===== src/rtl/mips_alu_pkg.sv =====
// Shared ALU-control definitions: operation codes, ALUOp/funct constants, FSM states, decode helper.
// Latency: n/a (types and a pure combinational decode function).
// Backpressure: n/a. Divide decode is present only when ALU_DIVIDER_EN is defined.
package mips_alu_pkg;

   localparam logic [2:0] OP_AND = 3'b000;
   localparam logic [2:0] OP_OR  = 3'b001;
   localparam logic [2:0] OP_ADD = 3'b010;
   localparam logic [2:0] OP_SUB = 3'b110;
   localparam logic [2:0] OP_SLT = 3'b111;

   localparam logic [1:0] ALUOP_ADD   = 2'b00;
   localparam logic [1:0] ALUOP_SUB   = 2'b01;
   localparam logic [1:0] ALUOP_RTYPE = 2'b10;
   localparam logic [1:0] ALUOP_OR    = 2'b11;

   localparam logic [5:0] FN_MULT  = 6'h18;
   localparam logic [5:0] FN_MULTU = 6'h19;
   localparam logic [5:0] FN_DIV   = 6'h1A;
   localparam logic [5:0] FN_DIVU  = 6'h1B;
   localparam logic [5:0] FN_ADD   = 6'h20;
   localparam logic [5:0] FN_ADDU  = 6'h21;
   localparam logic [5:0] FN_SUB   = 6'h22;
   localparam logic [5:0] FN_SUBU  = 6'h23;
   localparam logic [5:0] FN_AND   = 6'h24;
   localparam logic [5:0] FN_OR    = 6'h25;
   localparam logic [5:0] FN_SLT   = 6'h2A;

   typedef enum logic [1:0] {
      ST_IDLE   = 2'd0,
      ST_MUL    = 2'd1,
      ST_DIV    = 2'd2,
      ST_FINISH = 2'd3
   } state_e;

   typedef struct packed {
      logic [2:0] op;
      logic       illegal;
      logic       is_mul;
      logic       is_div;
   } dec_t;

   // Unknown R-type functs fall back to the adder so the datapath still sees a sane code.
   function automatic dec_t decode(input logic [1:0] alu_op, input logic [5:0] funct);
      dec_t d;
      d    = '0;
      d.op = OP_ADD;
      case (alu_op)
         ALUOP_ADD: d.op = OP_ADD;
         ALUOP_SUB: d.op = OP_SUB;
         ALUOP_OR:  d.op = OP_OR;
         default: begin
            case (funct)
               FN_ADD, FN_ADDU:   d.op = OP_ADD;
               FN_SUB, FN_SUBU:   d.op = OP_SUB;
               FN_AND:            d.op = OP_AND;
               FN_OR:             d.op = OP_OR;
               FN_SLT:            d.op = OP_SLT;
               FN_MULT, FN_MULTU: d.is_mul = 1'b1;
`ifdef ALU_DIVIDER_EN
               FN_DIV, FN_DIVU:   d.is_div = 1'b1;
`endif
               default:           d.illegal = 1'b1;
            endcase
         end
      endcase
      return d;
   endfunction

endpackage


===== src/rtl/mult_iter.sv =====
// Iterative shift-add multiplier: sign-magnitude, one partial product per step, 2*WIDTH result.
// Latency: WIDTH steps after start_i; prod_o is valid combinationally during the final step (done_o).
// Backpressure: none; the caller owns sequencing via step_i/last_i.
module mult_iter #(
   parameter int WIDTH = 32
) (
   input  logic               clock_i,
   input  logic               reset_i,
   input  logic               start_i,
   input  logic               step_i,
   input  logic               last_i,
   input  logic               signed_i,
   input  logic [WIDTH-1:0]   a_i,
   input  logic [WIDTH-1:0]   b_i,
   output logic               done_o,
   output logic [2*WIDTH-1:0] prod_o
);

   logic [WIDTH-1:0]   mcand_q;
   logic [2*WIDTH-1:0] p_q, p_d;
   logic               neg_q;
   logic [WIDTH-1:0]   mag_a, mag_b;
   logic [WIDTH:0]     sum;

   // Magnitudes are plain unsigned WIDTH bits, so the most-negative operand maps to 2^(WIDTH-1).
   always_comb begin
      mag_a  = (signed_i & a_i[WIDTH-1]) ? -a_i : a_i;
      mag_b  = (signed_i & b_i[WIDTH-1]) ? -b_i : b_i;
      sum    = {1'b0, p_q[2*WIDTH-1:WIDTH]} + {1'b0, mcand_q & {WIDTH{p_q[0]}}};
      p_d    = {sum, p_q[WIDTH-1:1]};
      prod_o = neg_q ? -p_d : p_d;
      done_o = step_i & last_i;
   end

   // Low half starts as the multiplier and is shifted out as the product fills in from the top.
   always_ff @(posedge clock_i) begin
      if (reset_i) begin
         mcand_q <= '0;
         p_q     <= '0;
         neg_q   <= 1'b0;
      end else if (start_i) begin
         mcand_q <= mag_a;
         p_q     <= {{WIDTH{1'b0}}, mag_b};
         neg_q   <= signed_i & (a_i[WIDTH-1] ^ b_i[WIDTH-1]);
      end else if (step_i) begin
         p_q     <= p_d;
      end
   end

endmodule


===== src/rtl/alu_control_seq.sv =====
// ALU control: registered ALUOp/funct decode plus MULT/MULTU (and DIV/DIVU when ALU_DIVIDER_EN) sequencing into HI/LO.
// Latency: decode 1 cycle; multiply/divide busy WIDTH cycles then a 1-cycle FINISH with done and HI/LO updated.
// Backpressure: requests while busy are dropped and flagged by stall = valid_in & busy; FINISH accepts a new request.
module alu_control_seq
   import mips_alu_pkg::*;
#(
   parameter int WIDTH = 32,
   parameter int CNT_W = 6
) (
   input  logic             clock,
   input  logic             reset,
   input  logic             valid_in,
   input  logic [1:0]       alu_op,
   input  logic [5:0]       funct,
   input  logic [WIDTH-1:0] a,
   input  logic [WIDTH-1:0] b,
   output logic [2:0]       operation,
   output logic             op_valid,
   output logic             illegal,
   output logic             busy,
   output logic             stall,
   output logic             done,
   output logic [WIDTH-1:0] hi,
   output logic [WIDTH-1:0] lo
);

   state_e             state_q, state_d;
   logic [CNT_W-1:0]   cnt_q, cnt_d;
   logic [2:0]         operation_q, operation_d;
   logic               op_valid_q, op_valid_d;
   logic               illegal_q, illegal_d;
   logic [WIDTH-1:0]   hi_q, hi_d, lo_q, lo_d;

   dec_t               dec;
   logic               accept, last;
   logic               mul_done;
   logic [2*WIDTH-1:0] mul_prod;

   assign dec    = decode(alu_op, funct);
   assign busy   = (state_q == ST_MUL) || (state_q == ST_DIV);
   assign accept = valid_in & ~busy;
   assign last   = (cnt_q == CNT_W'(WIDTH - 1));
   assign stall  = valid_in & busy;
   assign done   = (state_q == ST_FINISH);

   assign operation = operation_q;
   assign op_valid  = op_valid_q;
   assign illegal   = illegal_q;
   assign hi        = hi_q;
   assign lo        = lo_q;

   mult_iter #(.WIDTH(WIDTH)) u_mult (
      .clock_i  (clock),
      .reset_i  (reset),
      .start_i  (accept & dec.is_mul),
      .step_i   (state_q == ST_MUL),
      .last_i   (last),
      .signed_i (~funct[0]),
      .a_i      (a),
      .b_i      (b),
      .done_o   (mul_done),
      .prod_o   (mul_prod)
   );

`ifdef ALU_DIVIDER_EN
   logic [WIDTH-1:0] dvs_q, rem_q, quo_q, a_q;
   logic             negq_q, negr_q, dz_q;
   logic [WIDTH-1:0] dmag_a, dmag_b, rem_n, quo_n, div_quo, div_rem;
   logic [WIDTH:0]   shifted, trial;
   logic             div_sgn, div_done;

   // Restoring step: shift the next dividend bit into the remainder and keep the subtraction if it did not borrow.
   always_comb begin
      div_sgn  = ~funct[0];
      dmag_a   = (div_sgn & a[WIDTH-1]) ? -a : a;
      dmag_b   = (div_sgn & b[WIDTH-1]) ? -b : b;
      shifted  = {rem_q, quo_q[WIDTH-1]};
      trial    = shifted - {1'b0, dvs_q};
      rem_n    = trial[WIDTH] ? shifted[WIDTH-1:0] : trial[WIDTH-1:0];
      quo_n    = {quo_q[WIDTH-2:0], ~trial[WIDTH]};
      div_quo  = dz_q ? {WIDTH{1'b1}} : (negq_q ? -quo_n : quo_n);
      div_rem  = dz_q ? a_q : (negr_q ? -rem_n : rem_n);
      div_done = (state_q == ST_DIV) & last;
   end

   // Divider operands are captured at acceptance; the quotient register doubles as the dividend shifter.
   always_ff @(posedge clock) begin
      if (reset) begin
         dvs_q  <= '0;
         rem_q  <= '0;
         quo_q  <= '0;
         a_q    <= '0;
         negq_q <= 1'b0;
         negr_q <= 1'b0;
         dz_q   <= 1'b0;
      end else if (accept & dec.is_div) begin
         dvs_q  <= dmag_b;
         rem_q  <= '0;
         quo_q  <= dmag_a;
         a_q    <= a;
         negq_q <= div_sgn & (a[WIDTH-1] ^ b[WIDTH-1]);
         negr_q <= div_sgn & a[WIDTH-1];
         dz_q   <= (b == '0);
      end else if (state_q == ST_DIV) begin
         rem_q  <= rem_n;
         quo_q  <= quo_n;
      end
   end
`endif

   // Next state, iteration counter, decode outputs and HI/LO update.
   always_comb begin
      state_d     = state_q;
      cnt_d       = cnt_q;
      operation_d = operation_q;
      op_valid_d  = 1'b0;
      illegal_d   = 1'b0;
      hi_d        = hi_q;
      lo_d        = lo_q;

      case (state_q)
         ST_IDLE, ST_FINISH: begin
            state_d = ST_IDLE;
            cnt_d   = '0;
            if (accept & dec.is_mul) state_d = ST_MUL;
            if (accept & dec.is_div) state_d = ST_DIV;
         end
         ST_MUL, ST_DIV: begin
            cnt_d = cnt_q + 1'b1;
            if (last) state_d = ST_FINISH;
         end
         default: state_d = ST_IDLE;
      endcase

      // Multi-cycle requests leave the last operation code in place.
      if (accept & ~dec.is_mul & ~dec.is_div) begin
         operation_d = dec.op;
         op_valid_d  = 1'b1;
         illegal_d   = dec.illegal;
      end

      if (mul_done) begin
         hi_d = mul_prod[2*WIDTH-1:WIDTH];
         lo_d = mul_prod[WIDTH-1:0];
      end
`ifdef ALU_DIVIDER_EN
      if (div_done) begin
         hi_d = div_rem;
         lo_d = div_quo;
      end
`endif
   end

   // State register; reset aborts any multi-cycle operation without a done pulse.
   always_ff @(posedge clock) begin
      if (reset) begin
         state_q     <= ST_IDLE;
         cnt_q       <= '0;
         operation_q <= OP_AND;
         op_valid_q  <= 1'b0;
         illegal_q   <= 1'b0;
         hi_q        <= '0;
         lo_q        <= '0;
      end else begin
         state_q     <= state_d;
         cnt_q       <= cnt_d;
         operation_q <= operation_d;
         op_valid_q  <= op_valid_d;
         illegal_q   <= illegal_d;
         hi_q        <= hi_d;
         lo_q        <= lo_d;
      end
   end

endmodule


===== config.mk =====
export PLATFORM = sky130hd
export DESIGN_NAME = alu_control_seq
export DESIGN_NICKNAME = d
export VERILOG_FILES = /design/src/rtl/mips_alu_pkg.sv /design/src/rtl/mult_iter.sv /design/src/rtl/alu_control_seq.sv
export SDC_FILE = /design/constraint.sdc
export NUM_CORES = 1
export LEC_CHECK = 0
export CAP_MARGIN = 20
export CORE_MARGIN = 2
export CORE_UTILIZATION = 61
export DETAILED_ROUTE_END_ITERATION = 8
export HOLD_SLACK_MARGIN = 0.02
export PLACE_DENSITY_LB_ADDON = 0.15
export SLEW_MARGIN = 30
export SYNTH_ARGS = -nofsm -noshare
export SYNTH_HDL_FRONTEND = slang
export SYNTH_SLANG_ARGS = --single-unit

===== constraint.sdc =====
create_clock -name clock -period 7.6 [get_ports clock]
set_clock_uncertainty 0.15 [all_clocks]
set_input_delay 1.9 -clock clock [delete_from_list [all_inputs] [get_ports clock]]
set_output_delay 1.9 -clock clock [all_outputs]
set_load 0.03 [all_outputs]

==> out/results.ini, run 1 <==
[synth]
synth-main-ff-cell = dfxtp_1
synth-adder-area-share_pct = 4.26
synth-seq-cells = 174
async_flop_share_pct = 0
synth_mux_area_share_pct = 5.28
avgSynthCellArea_um2 = 7.84
synth_fp_nets = 1598
synthDistinctLibCells = 79
synth_xor_area_share_pct = 9.18
synthSimpleGateAreaFrac_pct = 23.7
synth_top_family_by_area = compound AO/OA/AOI/OAI gates
synth_edf_count = 0
synth.cell_area_um2 = 11600
yosysWarnings = 0
synth_compound_area_share_pct = 23.8
synthesis.instances = 1484
seq_area_frac_synth_pct = 29.9

[cells_and_area]
num-fill-cells = 1557
fin_area_um2 = 13700
fin_nets = 1680
n_antenna_cell = 0
drive_gt1_share_pct = 4.43
area_growth_pct = 17.8

[clock_network]
clockBufferDepth = 2
cts_buffers = 17
root_buffer = clkbuf_16
cts_resized = 0
cts_tree = built
clock-sinks = 174
cts_htree_levels = 4
cts_hold_buf = 0
clk_latency_ns = 0.44
cts_setup_buffers = 0
clkTransAtPathRegs_ns = 0.07

[global_route]
grt_start_max_net_pins = 107
grt_antenna_before_repair = 0
grt-ovfl-total = 0
grt_use_total_pct = 31.9
first_global_vias = 9945
grt_first_pass_wirelength_um = 51900

[worst_setup_path]
timing.rr.end = hi[28]$_SDFFE_PP0P_
worstSetupStartpointType = input port
timing.rr.start = u_mult.p_q[0]$_SDFFE_PP0P_
reg2reg_depth = 14
end_kind = primary output
reg2reg_slack_ns = 2.67
cp_data_required_time_ns = 5.55
cp.arrival_ns = 3.26
crit_fanout = 4
crit_type = in -> out

[sta]
final.period_utilization_pct = 69.9
max_slew.worst_pin.slew_ns = 0.899
slew_viol_final = 0
fin_crit_ns = 5.31
hold_violations = 0
max_slew_margin_pct = 39.5
setup_violations = 0
tns_ns = 0
max_freq_mhz = 188
rsz0062_at_grt = no

[status]
status = completed

[min_path]
hp-start = u_mult.mcand_q[25]$_SDFFE_PP0P_
hp-class = reg -> reg
min_to = u_mult.mcand_q[25]$_SDFFE_PP0P_
holdPathStages = 2

[floorplanning]
fp.coreArea_um2 = 18700
rows = 50
die_h_um = 142
ios = 147
die_w_um = 142
initial_core_util_pct = 62.2
die_area_um2 = 20200

[detailed_routing]
vias = 11400
first_pass_iters = 5
wl_per_cell_um = 18.2
postRouteAntennaNets = 0
wirelength_um = 33000
vias_per_cell = 6.30
drtIter0Drc = 896
drc = 0

[placed_design]
post_dp_cell_area_um2 = 13100
hpwlAfterDp_um = 24400
io_buffers = 146
place_congestion = 0.949

[job]
max_cap_viol_count = 0

[power]
leakagePower_uw = 0.00508
power.density_nw_per_um2 = 141
vdd_drop_max_v = 0.000147
power.total_uw = 1930

## through the flow
stage / worst slack (ns) / hold WS (ns) / instances / util, %
after floorplan: 3.15 / 0.268 / 1484 / -
after global placement: 2.31 / 0.280 / 1781 / 70.2
after detailed placement: 2.32 / 0.291 / 1781 / 70.2
after CTS: 2.31 / 0.302 / 1813 / 73.2
after global routing: 2.24 / 0.320 / 1813 / 73.3
final: 2.29 / 0.298 / 1813 / 73.3
## synthesized netlist by cell type (all sizes together) (7+ instances only)
cell | instances | area share, %
a21o | 24 | 1.6
mux2i | 58 | 5.0
nand4 | 13 | 0.81
a211oi | 107 | 6.9
o21a | 7 | 0.45
nor2 | 215 | 6.9
or2 | 9 | 0.48
o41ai | 18 | 1.4
nand2 | 105 | 3.4
nand2b | 22 | 1.2
or3 | 24 | 1.3
and3 | 13 | 0.70
xnor2 | 48 | 3.6
a21oi | 88 | 3.8
or4 | 9 | 0.61
o31ai | 22 | 1.4
buf | 15 | 0.54
o21ai | 71 | 3.1
inv | 26 | 0.84
dfxtp | 174 | 30
xor2 | 74 | 5.6
ha | 38 | 4.1
a311oi | 7 | 0.58
nor3 | 29 | 1.3
nand3 | 24 | 1.0
clkbuf | 75 | 2.4
nor4 | 24 | 1.3
a31oi | 7 | 0.38
and2 | 47 | 2.5
## how the worst max path moves through the flow
stage | from | to | slack [ns] | cells past startpoint
floorplan | b[6] | u_mult.p_q[29]$_SDFFE_PP0P_ | 3.15 | 9
global placement | valid_in | stall | 2.31 | 3
detailed placement | valid_in | stall | 2.32 | 3
CTS | valid_in | stall | 2.31 | 3
global route | valid_in | stall | 2.24 | 3
finish | valid_in | stall | 2.29 | 3
## metal layers
metal  wire length, µm  GRT usage [%]  vias to the layer above  share of wire [%]
met3              2630           5.45                       51                8.0
li1                  -              -                     5577                  -
met5                 0              0                        -                  0
met2             14400           49.0                      471                 44
met4               641           8.42                        0                1.9
met1             15300           46.3                     5323                 46
## area by class of cell
cell class,instances,area (µm²),share of cell area (%)
multi-input combinational,1192,7750,56.5
sequential,174,3480,25.4
timing repair buffer,153,1520,11.1
clock buffer,19,443,3.23
tap,234,293,2.14
clock inverter,13,121,0.885
inverter,28,105,0.766
## critical path, cell delays in order
cell	delay (ns)
clkdlybuf4s50_1	0.53
nor2b_1	0.15
clkdlybuf4s50_1	0.67
## cell families (layout without fill, tap and decap cells)
| kind of cell | count (synthesis) | count (layout) |
|---|---|---|
| xor+xnor | 122 | 122 |
| flops | 174 | 174 |
| compound gates | 406 | 406 |
| fa+ha+maj | 39 | 39 |
| buf+inv | 118 | 213 |
| simple gates | 564 | 564 |
| mux | 61 | 61 |
## sequential cells by signal (all words and copies together) (netlist names), 2 cells and up
name and flops:
operation 3, cnt_q 6, state_q 2, u_mult.mcand_q 32, u_mult.p_q 64, hi 32, lo 32
## cell usage in the layout (no fill, tap or decap), types with 6 or more instances in the layout
master	n
a311oi_1	6
clkdlybuf4s50_1	145
o211ai_1	6
a21oi_1	88
buf_4	6
a21o_1	23
xnor2_1	48
nor3_1	28
or4_1	8
o41ai_1	18
o21ai_0	66
a31oi_1	7
ha_1	37
nand2b_1	22
mux2i_1	58
dfxtp_1	173
clkbuf_16	17
or3_1	24
nor2_1	215
nand3_1	23
nand3b_1	6
xor2_1	74
and2_1	47
nand4_1	11
o21a_1	7
nor4_1	21
nand2_1	104
and3_1	12
a211oi_1	107
o31ai_1	22
inv_1	26
## power breakdown
group | total, µW | internal (µW) | switching, µW
Combinational | 156 | 71.0 | 85.4
Sequential | 916 | 914 | 2.50
Clock | 854 | 443 | 411
Note: power is estimated with default switching activity, not from simulation.
==> run 2: changes to the inputs <==
- CORE_UTILIZATION: 61 -> 51
- clock period: 7.6 -> 4.8 ns (I/O delays scaled with it)
==> run 2 against run 1 <==
  * Sequential share of layout area is 0.63 points lower
  * Largest power group unchanged
  * Critical endpoint is now hi[28]$_SDFFE_PP0P_
  * Hold slack gained 0.0019 ns
  * Global-route usage decreased by 3.9 points
  * Highest routed layer unchanged
==> out/results.ini, run 2 (synthesis gave the netlist of run 1 again) <==
[power]
power.density_nw_per_um2 = 223  ; +58%
p_clk_share_pct = 45.7  ; +1.4 points
power_frac_seq_pct = 46.3  ; -1.2 points
p_sw_uw = 861  ; +72%
switching_share_pct = 27.5  ; +1.6 points
p_int_uw = 2270  ; +59%
comb_power_share_pct = 8.0  ; about the same
leakagePower_uw = 0.00524  ; +3.3%
vdd_drop_max_v = 0.000229  ; +56%

[worst_setup_path]
crit_fanout = 31  ; +27
critPathLaunch = u_mult.p_q[0]$_SDFFE_PP0P_
timing.rr.start = u_mult.p_q[0]$_SDFFE_PP0P_
cp.arrival_ns = 4.70  ; +1.44 ns
max_stage_delay_ns = 0.47  ; -0.20 ns
crit_top_cell = buf_4
end_kind = flop
cp_slowest_cell = fa_1
path_cells = buf_4 > nand2_1 > fa_1 > nor2b_1 > o2111ai_2 > buf_4 > a21oi_1 > o21ai_1 > xnor2_1 > nor3b_1 > nand4_2 > buf_4 > o21ai_1 > a2111oi_0 > a311o_1
reg2reg_depth = 15  ; +1
worstSetupStartpointType = flop
timing.rr.end = hi[28]$_SDFFE_PP0P_
crit_type = reg -> reg
critPathTopFamily = compound AO/OA/AOI/OAI gates
path_depth = 15  ; +12
crit_end = hi[28]$_SDFFE_PP0P_
crit_buf_inv = 3  ; +1
cp_data_required_time_ns = 4.98  ; -0.57 ns
reg2reg_slack_ns = 0.28  ; -2.39 ns

[clock_network]
cts_tree = built
clock-sinks = 174  ; unchanged
cts_buffers = 17  ; unchanged
clkTransAtPathRegs_ns = 0.07  ; about the same
cts_htree_levels = 4  ; unchanged
root_buffer = clkbuf_16
clockBufferDepth = 2  ; unchanged
clk_latency_ns = 0.45  ; about the same

[global_route]
grt_first_pass_wirelength_um = 54200  ; +4.4%
grt_antenna_before_repair = 0  ; unchanged
first_global_vias = 10200  ; +2.3%
grt_use_total_pct = 28.0  ; -3.9 points
grt_start_max_net_pins = 107  ; unchanged
grt-ovfl-total = 0  ; unchanged

[sta]
max_slew_margin_pct = 44.3  ; +4.8 points
hold_violations = 0  ; unchanged
max_slew.worst_pin.slew_ns = 0.834  ; -0.0654 ns
max_freq_mhz = 221
rsz0062_at_grt = no
setup_violations = 0  ; unchanged
final.period_utilization_pct = 94.2
worst_slack_ns = 0.276  ; -2.01 ns
fin_crit_ns = 4.52
slew_viol_final = 0  ; unchanged
tns_ns = 0  ; unchanged

[detailed_routing]
drc = 0  ; unchanged
vias = 11300  ; -1.2%
vias_per_cell = 5.96  ; -5.4%
drtIter0Drc = 713  ; -20%
postRouteAntennaNets = 0  ; unchanged
wirelength_um = 33700  ; +2.2%
first_pass_iters = 5  ; unchanged
wl_per_cell_um = 17.8  ; -2.1%

[placed_design]
hpwlAfterDp_um = 25700  ; +5.1%
dp_slack_ns = 0.317  ; -2.01 ns
post-place-cells = 1859  ; +4.4%
io_buffers = 146  ; unchanged
place_congestion = 0.986  ; +4.0%

[floorplanning]
ios = 147  ; unchanged
die_h_um = 155  ; +9.1%
die_area_um2 = 24000  ; +19%
die_w_um = 155  ; +9.1%
initial_core_util_pct = 51.7  ; -11 points
fp.coreArea_um2 = 22500  ; +20%
rows = 55  ; +10%

[cells_and_area]
area_growth_pct = 20.8
fin_cells = 1893  ; +4.4%
final_cell_mix = 215 x nor2_1, 173 x dfxtp_1, 145 x clkdlybuf4s50_1
final_common_cell = nor2_1
largest_reg_flops = 64  ; unchanged
fin_nets = 1709  ; +1.7%
largest-register = u_mult.p_q
drive_gt1_share_pct = 6.16  ; +1.7 points
n_antenna_cell = 0  ; unchanged

[min_path]
hp-class = reg -> reg
holdPathStages = 1  ; -1

[job]
max_cap_viol_count = 0  ; unchanged

[status]
status = completed

## run 2: repair_timing
item                       4_1_cts  5_1_grt
resized for setup                0        2
hold buffers                     0        0
buffers inserted                 0        2
setup endpoints to repair        0        2
## run 2: power groups by stage
stage          logic, µW  registers [µW]  clock network (µW)
3_5_place_dp         248            1480                   0
4_1_cts              249            1450                1450
5_1_grt              271            1450                1520
3_3_place_gp         247            1480                   0
6_report             250            1450                1430
2_1_floorplan        121            1490                   0
## run 2: worst min-delay path by stage
stage                                   start             endpoint  slack, ns
after detailed placement  cnt_q[0]$_SDFF_PP0_  cnt_q[0]$_SDFF_PP0_       0.29
after floorplan           cnt_q[0]$_SDFF_PP0_  cnt_q[0]$_SDFF_PP0_       0.27
after global placement    cnt_q[0]$_SDFF_PP0_  cnt_q[0]$_SDFF_PP0_       0.28
after global routing      cnt_q[0]$_SDFF_PP0_  cnt_q[0]$_SDFF_PP0_       0.32
final                     cnt_q[0]$_SDFF_PP0_  cnt_q[0]$_SDFF_PP0_       0.30
after CTS                 cnt_q[0]$_SDFF_PP0_  cnt_q[0]$_SDFF_PP0_       0.31
## run 2: final cells by class
type,instances,area (µm²)
flip-flops and latches,174,3480
repair buffers,182,1760
fillers,2087,8440
clock buffers,17,425
inverters,28,105
multi-input cells,1192,7740
well taps,285,357
clock inverters,15,191
## run 2: through the flow
step	hold slack [ns]	util, %	total power (µW)	cell area (µm²)
after floorplan	0.268	-	1610	11600
after global placement	0.279	59.6	1730	13400
after detailed placement	0.294	59.6	1730	13400
after CTS	0.307	62.4	3150	14000
after global routing	0.321	62.5	3240	14100
final	0.300	62.5	3130	14100
## run 2: per-layer routing
layer  up-vias  part of all wire (%)  GRT usage [%]  wire, µm
met2       346                    43           42.1     14400
met5         -                     0              0         0
met1      5238                    49           42.3     16600
met4         0                   1.5           6.92       500
met3        41                   6.5           3.51      2180
li1       5656                     -              -         -
